<file path="config.mk">
export PLATFORM = sky130hd
export DESIGN_NAME = fnd_scan_ctrl
export DESIGN_NICKNAME = d
export VERILOG_FILES = /design/src/rtl/fnd_scan_ctrl.sv
export SDC_FILE = /design/constraint.sdc
export NUM_CORES = 1
export LEC_CHECK = 0
export BUFFER_PORTS_ARGS = -buffer_cell sky130_fd_sc_hd__buf_2
export CORE_MARGIN = 1.5
export CORE_UTILIZATION = 38
export DETAILED_ROUTE_END_ITERATION = 8
export GPL_TIMING_DRIVEN = 0
export HOLD_SLACK_MARGIN = 0.08
export SLEW_MARGIN = 20
export SYNTH_ARGS = -nofsm -noshare
export SYNTH_HDL_FRONTEND = slang
export SYNTH_SLANG_ARGS = --single-unit
</file>
<file path="constraint.sdc">
create_clock -name iClk -period 3.4 [get_ports iClk]
set_input_delay 0 -clock iClk [delete_from_list [all_inputs] [get_ports iClk]]
set_output_delay 0 -clock iClk [all_outputs]
set_load 0.03 [all_outputs]
</file>
<file path="src/rtl/fnd_scan_ctrl.sv">
// Time-multiplexed FND scan controller: double-buffered BCD word, per-digit
// blank/show slots, leading-zero and invalid-code blanking, registered outputs.
module fnd_scan_ctrl #(
    parameter int P_DIGITS    = 4,
    parameter int P_SHOW_CYC  = 50000,
    parameter int P_BLANK_CYC = 500
) (
    input  logic                  iClk,
    input  logic                  iRsn,
    input  logic                  iEnable,
    input  logic                  iValid,
    output logic                  oReady,
    input  logic [4*P_DIGITS-1:0] iBcd,
    input  logic [P_DIGITS-1:0]   iDp,
    input  logic                  iLzBlank,
    output logic [3:0]            oDec,
    output logic [P_DIGITS-1:0]   oDigit,
    output logic                  oDp,
    output logic                  oFrameDone
);

    localparam logic [1:0] ST_OFF   = 2'd0;
    localparam logic [1:0] ST_BLANK = 2'd1;
    localparam logic [1:0] ST_SHOW  = 2'd2;

    localparam int IW = $clog2(P_DIGITS);
    localparam int SW = (P_SHOW_CYC  > 1) ? $clog2(P_SHOW_CYC)  : 1;
    localparam int BW = (P_BLANK_CYC > 1) ? $clog2(P_BLANK_CYC) : 1;
    localparam int CW = (SW > BW) ? SW : BW;

    localparam logic [CW-1:0]       SHOW_LAST  = CW'(P_SHOW_CYC - 1);
    localparam logic [CW-1:0]       BLANK_LAST = CW'(P_BLANK_CYC - 1);
    localparam logic [IW-1:0]       IDX_LAST   = IW'(P_DIGITS - 1);
    localparam logic [P_DIGITS-1:0] DIG_ONE    = P_DIGITS'(1);

    logic [1:0]            state_q, state_d;
    logic [IW-1:0]         idx_q, idx_d;
    logic [CW-1:0]         cnt_q, cnt_d;
    logic                  frame_start;

    logic [4*P_DIGITS-1:0] sh_word_q, sh_word_d, act_word_q, act_word_d;
    logic [P_DIGITS-1:0]   sh_dp_q, sh_dp_d, act_dp_q, act_dp_d;
    logic                  sh_lz_q, sh_lz_d, act_lz_q, act_lz_d;
    logic                  full_q, full_d;
    logic                  hs;

    logic [3:0]            dec_q, dec_d;
    logic [P_DIGITS-1:0]   digit_q, digit_d;
    logic                  dp_q, dp_d;
    logic                  fd_q, fd_d;

    // A digit is dark if its code is not BCD, or if it is a leading zero.
    // Higher digits holding invalid codes count as blank, not significant.
    function automatic logic digit_lit(input logic [4*P_DIGITS-1:0] word,
                                       input logic [IW-1:0] dgt,
                                       input logic lz);
        logic [3:0] code;
        logic [3:0] hcode;
        logic       higher_sig;
        code       = word[{dgt, 2'b00} +: 4];
        higher_sig = 1'b0;
        for (int j = 0; j < P_DIGITS; j++) begin
            hcode = word[4*j +: 4];
            if (j > int'(dgt) && hcode != 4'd0 && hcode <= 4'd9)
                higher_sig = 1'b1;
        end
        return (code <= 4'd9) && !(lz && code == 4'd0 && !higher_sig && dgt != '0);
    endfunction

    always_comb begin
        state_d = state_q;
        idx_d   = idx_q;
        cnt_d   = cnt_q;
        if (!iEnable) begin
            state_d = ST_OFF;
            idx_d   = '0;
            cnt_d   = '0;
        end else begin
            case (state_q)
                ST_OFF: begin
                    state_d = ST_BLANK;
                    idx_d   = '0;
                    cnt_d   = '0;
                end
                ST_BLANK: begin
                    if (cnt_q == BLANK_LAST) begin
                        state_d = ST_SHOW;
                        cnt_d   = '0;
                    end else begin
                        cnt_d = cnt_q + CW'(1);
                    end
                end
                ST_SHOW: begin
                    if (cnt_q == SHOW_LAST) begin
                        state_d = ST_BLANK;
                        cnt_d   = '0;
                        idx_d   = (idx_q == IDX_LAST) ? '0 : idx_q + IW'(1);
                    end else begin
                        cnt_d = cnt_q + CW'(1);
                    end
                end
                default: begin
                    state_d = ST_OFF;
                    idx_d   = '0;
                    cnt_d   = '0;
                end
            endcase
        end
        frame_start = (state_d == ST_BLANK) && (idx_d == '0) && (state_q != ST_BLANK);
    end

    // Frame-start copy reads the old shadow before a same-cycle handshake lands.
    always_comb begin
        hs         = iValid & ~full_q;
        act_word_d = act_word_q;
        act_dp_d   = act_dp_q;
        act_lz_d   = act_lz_q;
        sh_word_d  = sh_word_q;
        sh_dp_d    = sh_dp_q;
        sh_lz_d    = sh_lz_q;
        full_d     = full_q;
        if (frame_start && full_q) begin
            act_word_d = sh_word_q;
            act_dp_d   = sh_dp_q;
            act_lz_d   = sh_lz_q;
        end
        if (hs) begin
            sh_word_d = iBcd;
            sh_dp_d   = iDp;
            sh_lz_d   = iLzBlank;
            full_d    = 1'b1;
        end else if (frame_start) begin
            full_d = 1'b0;
        end
    end

    always_comb begin
        dec_d   = act_word_d[{idx_d, 2'b00} +: 4];
        digit_d = '0;
        dp_d    = 1'b0;
        fd_d    = 1'b0;
        if (state_d == ST_SHOW) begin
            if (digit_lit(act_word_d, idx_d, act_lz_d))
                digit_d = DIG_ONE << idx_d;
            dp_d = act_dp_d[idx_d];
            fd_d = (idx_d == IDX_LAST) && (cnt_d == SHOW_LAST);
        end
    end

    always_ff @(posedge iClk or negedge iRsn) begin
        if (!iRsn) begin
            state_q    <= ST_OFF;
            idx_q      <= '0;
            cnt_q      <= '0;
            sh_word_q  <= '0;
            sh_dp_q    <= '0;
            sh_lz_q    <= 1'b0;
            act_word_q <= '0;
            act_dp_q   <= '0;
            act_lz_q   <= 1'b0;
            full_q     <= 1'b0;
            dec_q      <= '0;
            digit_q    <= '0;
            dp_q       <= 1'b0;
            fd_q       <= 1'b0;
        end else begin
            state_q    <= state_d;
            idx_q      <= idx_d;
            cnt_q      <= cnt_d;
            sh_word_q  <= sh_word_d;
            sh_dp_q    <= sh_dp_d;
            sh_lz_q    <= sh_lz_d;
            act_word_q <= act_word_d;
            act_dp_q   <= act_dp_d;
            act_lz_q   <= act_lz_d;
            full_q     <= full_d;
            dec_q      <= dec_d;
            digit_q    <= digit_d;
            dp_q       <= dp_d;
            fd_q       <= fd_d;
        end
    end

    assign oReady     = ~full_q;
    assign oDec       = dec_q;
    assign oDigit     = digit_q;
    assign oDp        = dp_q;
    assign oFrameDone = fd_q;

endmodule

</file>
==> flow_metrics.tcl, run 1 <==
set metrics [dict create \
    finalCritPeriodShare 0.924 \
    max_freq_mhz 318 \
    p_leak_uw 0.00190 \
    pwr-share-seq 0.438 \
    period_needed_ps 3140 \
    clockRootBuffer "clkbuf_8" \
    area_delta_synth_final_pct 22.8 \
    cts.sinks 73 \
    track_usage 0.173 \
    cap_violations 0 \
    grt_overflow_total 0 \
    ios 36 \
    ant_nets 0 \
    synth_area_leaders "dfrtp_1, mux2_2, nor2_1" \
    pwr-share-comb 0.317 \
    r2r_start "cnt_q[10]" \
    post_cts_buffers 0 \
    use_met1 0.237 \
    core-area_mm2 0.00933 \
    synth_nets 357 \
    vias 2790 \
    syn-instance-count 326 \
    ys_ff_latch 73 \
    arrival_ps 3380 \
    syn_area_mm2 0.00370 \
    critPathMaxStageDelay_ps 590 \
    cts_tree "done" \
    first_global_vias 2758 \
    reg2regPathDepth 9 \
    worstPathRequired_ps 3640 \
    routed_wl_mm 8.28 \
    grt_setup_unrepaired "false" \
    tns_ps 0 \
    gp_congestion 0.822 \
    clkPwrFrac 0.245 \
    ys_seq_area_frac 0.494 \
    slew_headroom 0.549 \
    die_area_mm2 0.0103 \
    switching_share 0.328 \
    hold_ws_ps 130 \
    dieWidth_um 102 \
    r2r-end "oDigit[2]" \
    cp_max_fo 10 \
    slew_violations 0 \
    p_int_uw 2100 \
    min_path_type "input port to asynchronous set/reset pin" \
    tightestPinTransition_ps 677 \
    h-tree-depth 3 \
    grt.busiest_layer "met2" \
    nets 428 \
    grt_antenna_before_repair 0 \
    cts_buffers 9 \
    grtUsageMet2 0.276 \
    firstDrtPassIters 4 \
    p_per_area_mw_per_mm2 686 \
    drive_gt1_frac 0.289 \
    grt_pass1_wl_mm 13.8 \
    clkTransAtPathRegs_ps 90 \
    drc 0 \
    fp.dieH_um 102 \
    path_class "flip-flop to flip-flop" \
    yosys.area.top_type_share 0.494 \
    wl_per_cell_um 15.6 \
    antenna_cells 0 \
    synth_top_flop_cell "dfrtp_1" \
    rows 35 \
    drt_iter0_markers 112 \
    syn_avg_cell_area_um2 11.3 \
    ir_worst_vdd_mv 0.417 \
    synth.largest_area_cell "dfrtp_1" \
    hold_viol 0 \
    layout.cells.non_filler 531 \
    grt_max_degree 44 \
    cp-start-kind "flip-flop" \
    cp-end-kind "flip-flop" \
    synthArstFlopShare 1.00 \
    synth_cell_types 59 \
    clk_latency_ps 350 \
    cp_slowest_cell "or4_4" \
    via_per_inst 5.25 \
    synth-warning-count 0 \
    crit_chain "or4_4 > nor4_4 > buf_4 > mux2i_1 > mux2_1 > a22o_1 > nor3_1 > nand4_1 > and3b_1" \
    synth-edff-count 0 \
    fin_skew_ps 10.9 \
    port_buffers 35 \
    place_inst 491 \
    status "finished, final reports clean" \
    gr-usage-met3 0.0366 \
    dp_hpwl_mm 5.87 \
    p_sw_uw 1020 \
    finalSetupViolations 0 \
    initial_utilization 0.397 \
    cts_max_path_buffers 2 \
    reg2reg_slack_ps 260 \
]
kinds of logic after synthesis:
group / count (synthesis) / share of synthesized area
muxes: 52 / 0.157
AOI/OAI and AO/OA: 49 / 0.105
DFF: 73 / 0.494
adders and majority gates: 6 / 0.0203
and+or+nand+nor: 110 / 0.162
xor gates and xnor gates: 15 / 0.0355
buffers and inverters: 21 / 0.0267
worst max path at each step:
stage	endpoint	depth (start not counted)	start
3_3_place_gp	oDigit[2]	10	cnt_q[0]
5_1_grt	oDigit[2]	9	cnt_q[10]
6_report	oDigit[2]	9	cnt_q[10]
2_1_floorplan	oDec[0]	7	cnt_q[10]
3_5_place_dp	oDigit[2]	10	cnt_q[0]
4_1_cts	oDigit[2]	10	cnt_q[0]
per-stage QoR:
step	util	setup WS (ps)	cell area (um2)	total power (uW)
after global routing	0.487	78.7	4540	3310
after detailed placement	0.435	208	4060	2350
after CTS	0.485	182	4530	3150
after floorplan	-	605	3700	2070
after global placement	0.433	185	4040	2310
final	0.487	257	4540	3120
sequential cells by signal, indices dropped and copies added (netlist names):
name / count
act_word_q: 16
cnt_q: 16
sh_word_q: 16
act_dp_q: 4
oDec: 4
oDigit: 4
sh_dp_q: 4
idx_q: 2
state_q: 2
act_lz_q: 1
full_q: 1
oDp: 1
oFrameDone: 1
sh_lz_q: 1
power by group through the flow:
stage               clock network (uW)  registers, uW  logic, uW
floorplan                            0           1360        712
global placement                     0           1370        940
detailed placement                   0           1380        966
CTS                                787           1370        994
global route                       823           1420       1070
finish                             764           1370        989
layer usage:
layer	share of wire	up-vias
li1	-	1319
met1	0.48	1403
met2	0.47	62
met3	0.037	6
met4	0.0082	0
met5	0	-
cells in the final DEF, fill, tap and decap left out, types with 7 or more instances in the layout:
cell and n:
nand3_1 9, nand4_1 7, nor2_1 29, clkbuf_1 7, mux2_2 43, buf_2 35, dlygate4sd3_1 24, nand2_1 20
o21ai_0 12, dfrtp_1 73, clkbuf_8 9, xor2_1 10, inv_1 8
synth_stat cells (2+ instances only):
cell type,instances
nor4_1,2
a22oi_1,2
and2_1,5
nor3_1,4
mux2i_1,7
nand2b_1,3
nor2b_1,4
xnor2_1,5
or4_1,5
dfrtp_1,73
o211ai_1,3
o21bai_1,2
clkbuf_1,7
ha_1,6
nand3b_1,3
nand4_1,7
or4_4,2
mux2_2,43
and3_1,5
o21a_1,4
o21ai_0,12
nand2_1,20
xor2_1,10
a21oi_1,6
a211o_1,3
a22o_1,3
inv_1,8
nand3_1,10
nor2_1,29
o2bb2ai_1,2
buf_4,3
cell type report:
cell class / instances / area (um2)
sequential: 73 / 1830
timing repair buffer: 60 / 438
clock inverter: 7 / 104
tap: 129 / 161
buffer: 13 / 68.8
inverter: 8 / 30.0
multi-input combinational: 232 / 1790
fill: 831 / 4780
clock buffer: 9 / 124
critical path, delay by kind of cell (launching register included):
family / cells / cell delay, ps
AO/OA/AOI/OAI: 1 / 280
buffers and inverters: 1 / 240
flip-flops: 1 / 410
multiplexers: 2 / 620
AND/OR/NAND/NOR: 5 / 1460
repair_timing:
action	4_1_cts	5_1_grt
hold endpoints to repair	97	0
gates resized for setup	0	3
endpoints found under the setup margin	0	2
hold buffers	24	0
Power figures use the tool's default switching activity.
==> run 2: changes to the inputs <==
--- a/config.mk
+++ b/config.mk
@@ -5,12 +5,13 @@
 export SDC_FILE = /design/constraint.sdc
 export NUM_CORES = 1
 export LEC_CHECK = 0
-export BUFFER_PORTS_ARGS = -buffer_cell sky130_fd_sc_hd__buf_2
+export BUFFER_PORTS_ARGS = -buffer_cell sky130_fd_sc_hd__buf_4
 export CORE_MARGIN = 1.5
 export CORE_UTILIZATION = 38
 export DETAILED_ROUTE_END_ITERATION = 8
 export GPL_TIMING_DRIVEN = 0
 export HOLD_SLACK_MARGIN = 0.08
+export SETUP_SLACK_MARGIN = 0.3
 export SLEW_MARGIN = 20
 export SYNTH_ARGS = -nofsm -noshare
 export SYNTH_HDL_FRONTEND = slang
==> run 2 against run 1 <==
Effect of this change: flip-flop and latch count unchanged; highest routed layer unchanged; total power down 2.0%; global-route usage rose by 0.18 points; maximum frequency increased by 3.5%; worst hold slack improved by 200 ps; clock-buffer cell count grew 2; clock power is 13% lower; critical endpoint is now oFrameDone; clock skew down 1.2 ps; sequential share of layout area is 1.2 points lower; final area increased by 3.0%.
==> flow_metrics.tcl, run 2 (synthesis results as in run 1) <==
set metrics [dict create \
    status "finished, final reports clean" \
    tns_ps 0 \
    grt_pass1_wl_mm 13.9 \
    fp.dieH_um 102 \
    cp_slowest_cell "or4_4" \
    crit_chain "or4_4 > nor4_4 > buf_4 > clkdlybuf4s15_2 > o21ai_0 > nand2_2 > nor2_1 > or4_1 > nor3_1" \
    fin_skew_ps 9.77 \
    grt_overflow_total 0 \
    dieWidth_um 102 \
    cp_max_fo 6 \
    top_regs "act_word_q (16), cnt_q (16), sh_word_q (16)" \
    slew_violations 0 \
    crit_buf_inv 2 \
    vias 2761 \
    path_class "flip-flop to flip-flop" \
    grt_antenna_before_repair 0 \
    track_usage 0.175 \
    slew_headroom 0.392 \
    grt_max_degree 74 \
    ios 36 \
    ir_worst_vdd_mv 0.506 \
    ant_nets 0 \
    cts_max_path_buffers 2 \
    drc 0 \
    drive_gt1_frac 0.314 \
    p_leak_uw 0.00195 \
    routed-wl-met2_mm 4.01 \
    port_buffers 35 \
    cap_violations 0 \
    core-area_mm2 0.00933 \
    critPathTopFamily "simple AND/OR/NAND/NOR gates" \
    critPathMaxStageDelay_ps 590 \
    finalCritPeriodShare 0.893 \
    initial_utilization 0.397 \
    arrival_ps 3290 \
    clk_latency_ps 340 \
    grt_setup_unrepaired "true" \
    clkTransAtPathRegs_ps 80 \
    p_per_area_mw_per_mm2 653 \
    routed_wl_mm 8.36 \
    dp_hpwl_mm 5.94 \
    cp-start-kind "flip-flop" \
    die_area_mm2 0.0103 \
    wl_per_cell_um 15.6 \
    clockRootBuffer "clkbuf_8" \
    rows 35 \
    hold_viol 0 \
    antenna_cells 0 \
    route.met3.wl_um 219 \
    h-tree-depth 3 \
    top_layer "met4" \
    nets 435 \
    via_per_inst 5.14 \
    cts_tree "done" \
    area_delta_synth_final_pct 26.5 \
    cts_buffers 9 \
    final_cell_mix "dfrtp_1, buf_4, mux2_2" \
    fin_util 0.502 \
    tightestPinTransition_ps 912 \
    wl_met1_mm 4.06 \
    cp-end-kind "flip-flop" \
    cts.sinks 73 \
    drt_iter0_markers 62 \
    num-fill-cells 840 \
    min_path_type "input port to asynchronous set/reset pin" \
    first_global_vias 2772 \
    finalSetupViolations 0 \
    firstDrtPassIters 4 \
    layout_commonest_cell "dfrtp_1" \
    gp_congestion 0.816 \
    period_needed_ps 3040 \
    worstPathRequired_ps 3660 \
    max_freq_mhz 329 \
]
==> run 2: changes by cell type in the layout (fill, tap and decap cells not counted), sizes merged <==
cell	previous run	this run
bufinv	2	1
clkbuf	16	18
buf	42	48
clkinv	2	0
clkdlybuf4s15	0	1
==> run 2: timing repair <==
| item | in CTS | in global routing |
|---|---|---|
| endpoints found under the setup margin | 6 | 21 |
| setup buffers | 2 | 5 |
| hold buffers | 24 | 0 |
| pin swaps | 1 | 6 |
| hold endpoints to repair | 96 | 0 |
| cloned | 1 | 0 |
| gates resized for setup | 4 | 14 |
==> run 2: path summary, 6_finish.rpt <==
path | startpoint | endpoint | slack, ps | depth (start not counted)
worst max register to register | cnt_q[11] | oFrameDone | 360 | 9
worst min register to register | act_word_q[0] | act_word_q[0] | 500 | 1
min in group iClk | iValid | full_q | 420 | 4
worst max-delay path | cnt_q[11] | oFrameDone | 360 | 9
max in group asynchronous | iRsn | sh_word_q[2] | 2470 | 2
worst min-delay path | iRsn | cnt_q[14] | 330 | 2
==> run 2: area by class of cell <==
class	instances	area, um2	area share
Buffer	13	75.1	0.0160
Inverter	8	30.0	0.00641
Clock inverter	4	53.8	0.0115
Multi-Input combinational cell	232	1840	0.392
Clock buffer	11	131	0.0281
Timing Repair Buffer	67	567	0.121
Sequential cell	73	1830	0.390
Tap cell	129	161	0.0345
==> run 2: routing by layer <==
metal | vias up | track usage
met5 | - | 0
met4 | 0 | 0.0588
met3 | 6 | 0.0304
met2 | 41 | 0.287
met1 | 1376 | 0.235
li1 | 1338 | -
==> run 2: power by group <==
group / switching, uW / total [uW] / internal (uW)
clock network: 325 / 664 / 338
logic: 476 / 1030 / 553
registers: 199 / 1360 / 1160
total: 1000 / 3060 / 2060
==> run 2: metrics by stage <==
stage / cells / hold slack [ps] / area, um2 / worst slack (ps) / power (uW)
2_1_floorplan: 326 / -296 / 3700 / 605 / 2070
3_3_place_gp: 490 / 187 / 4120 / 178 / 2340
3_5_place_dp: 490 / 195 / 4120 / 206 / 2370
4_1_cts: 532 / 358 / 4600 / 306 / 3070
5_1_grt: 537 / 404 / 4680 / 237 / 3250
6_report: 537 / 327 / 4680 / 363 / 3060
==> run 2: worst reg2reg max path, delay by kind of cell (launching register included) <==
| family | cells | cell delay, ps |
|---|---|---|
| flops | 1 | 400 |
| compound gates | 1 | 130 |
| simple gates | 6 | 1990 |
| buf+inv | 2 | 430 |
==> run 3: changes to the inputs <==
--- a/config.mk
+++ b/config.mk
@@ -6,7 +6,7 @@
 export NUM_CORES = 1
 export LEC_CHECK = 0
 export BUFFER_PORTS_ARGS = -buffer_cell sky130_fd_sc_hd__buf_4
-export CORE_MARGIN = 1.5
+export CORE_MARGIN = 3
 export CORE_UTILIZATION = 38
 export DETAILED_ROUTE_END_ITERATION = 8
 export GPL_TIMING_DRIVEN = 0
==> constraint.sdc (replaced) <==
create_clock -name iClk -period 3.9 [get_ports iClk]
set_input_delay 0 -clock iClk [delete_from_list [all_inputs] [get_ports iClk]]
set_output_delay 0 -clock iClk [all_outputs]
set_load 0.03 [all_outputs]
==> run 3 against run 2 <==
Effect of this change: total power decreased by 13%; flip-flop and latch count unchanged; die area increased by 6.0%; clock skew increased by 3.7 ps; non-clock buffer count decreased by 8; sequential share of layout area increased by 1.0 points; global-route usage decreased by 2.0 points; clock power decreased by 10%; critical path type unchanged; largest cell class is now sequential cells.
==> flow_metrics.tcl, run 3 (synthesis results as in run 1) <==
set metrics [dict create \
    ios 36 \
    top_regs "act_word_q (16), cnt_q (16), sh_word_q (16)" \
    ctsHoldBuffers 24 \
    clkTransAtPathRegs_ps 80 \
    p_leak_uw 0.00189 \
    grt_antenna_before_repair 0 \
    nets 427 \
    initial_utilization 0.395 \
    cp_max_fo 10 \
    h-tree-depth 3 \
    dieWidth_um 105 \
    via_per_inst 5.10 \
    drc 0 \
    drive_gt1_frac 0.278 \
    firstDrtPassIters 4 \
    finalSetupViolations 0 \
    status "finished, final reports clean" \
    first_global_vias 2699 \
    period_needed_ps 3220 \
    hold_viol 0 \
    clockRootBuffer "clkbuf_8" \
    multi_input_area_mm2 0.00177 \
    cp-start-kind "flip-flop" \
    gp_congestion 0.862 \
    clk_latency_ps 350 \
    cts_resized 0 \
    cap_violations 0 \
    path_class "flip-flop to flip-flop" \
    vias 2698 \
    wl_per_cell_um 15.4 \
    ant_nets 0 \
    dp_hpwl_mm 5.76 \
    cts_max_path_buffers 2 \
    core-area_mm2 0.00937 \
    cts_buffers 9 \
    place_inst 490 \
    min_path_type "input port to asynchronous set/reset pin" \
    final_cell_mix "dfrtp_1, mux2_2, buf_4" \
    grt_pass1_wl_mm 13.5 \
    num-fill-cells 883 \
    die_area_mm2 0.0110 \
    port_buffers 35 \
    arrival_ps 3440 \
    track_usage 0.155 \
    ir_worst_vdd_mv 0.362 \
    drt_iter0_markers 67 \
    fp.dieH_um 105 \
    worstPathRequired_ps 4120 \
    cts.sinks 73 \
    cp-end-kind "flip-flop" \
    grt_overflow_total 0 \
    grt_max_degree 74 \
    slew_headroom 0.399 \
    layout_commonest_cell "dfrtp_1" \
    p_per_area_mw_per_mm2 581 \
    layout.cells.non_filler 529 \
    antenna_cells 0 \
    routed_wl_mm 8.16 \
    regArea_mm2 0.00183 \
    fin_skew_ps 13.5 \
    area_delta_synth_final_pct 23.2 \
    rows 35 \
    grt_setup_unrepaired "false" \
    finalCritPeriodShare 0.826 \
    tns_ps 0 \
    cts_tree "done" \
    post_cts_buffers 0 \
    max_freq_mhz 310 \
    tightestPinTransition_ps 901 \
    slew_violations 0 \
]
run 3: metrics by stage:
| stage | total power (uW) | setup slack (ps) | instance area, um2 | util | hold WS, ps |
|---|---|---|---|---|---|
| after floorplan | 1800 | 1100 | 3700 | - | -296 |
| after global placement | 2030 | 660 | 4120 | 0.440 | 188 |
| after detailed placement | 2050 | 702 | 4120 | 0.440 | 192 |
| final | 2650 | 677 | 4560 | 0.487 | 307 |
| after global routing | 2810 | 384 | 4560 | 0.487 | 404 |
| after CTS | 2670 | 655 | 4560 | 0.487 | 368 |
run 3: area by class of cell:
class                           count  share of cell area
Inverter                            8             0.00659
Sequential cell                    73               0.401
Timing Repair Buffer               59               0.110
Clock inverter                      4              0.0118
Multi-Input combinational cell    232               0.389
Tap cell                          129              0.0354
Clock buffer                       11              0.0310
Buffer                             13              0.0151
run 3: worst paths after layout:
path / from / to / slack (ps) / cells after the start
min: iRsn / cnt_q[5] / 310 / 2
min reg2reg: act_dp_q[3] / act_dp_q[3] / 500 / 1
max reg2reg: cnt_q[0] / oDigit[2] / 680 / 10
min in group iClk: iBcd[14] / sh_word_q[14] / 420 / 3
max: cnt_q[0] / oDigit[2] / 680 / 10
max in group asynchronous: iRsn / act_word_q[6] / 2980 / 2
run 3: worst max-delay path: stages, from the launching register on:
cell	delay, ps
dfrtp_1	410
ha_1	240
nand3_1	290
nor4_2	410
buf_4	240
mux2i_1	280
mux2_1	340
a22o_1	280
nor3_1	250
nand4_1	150
and3b_1	210
run 3: report_power, final:
group,switching [uW],internal [uW]
clock network,286,311
logic,399,464
registers,173,1010
run 3: metal layers:
metal / part of all wire / GRT usage / routed length, um
met1: 0.47 / 0.202 / 3820
met2: 0.47 / 0.252 / 3840
met3: 0.042 / 0.0340 / 341
met4: 0.019 / 0.0590 / 157
met5: 0 / 0 / 0
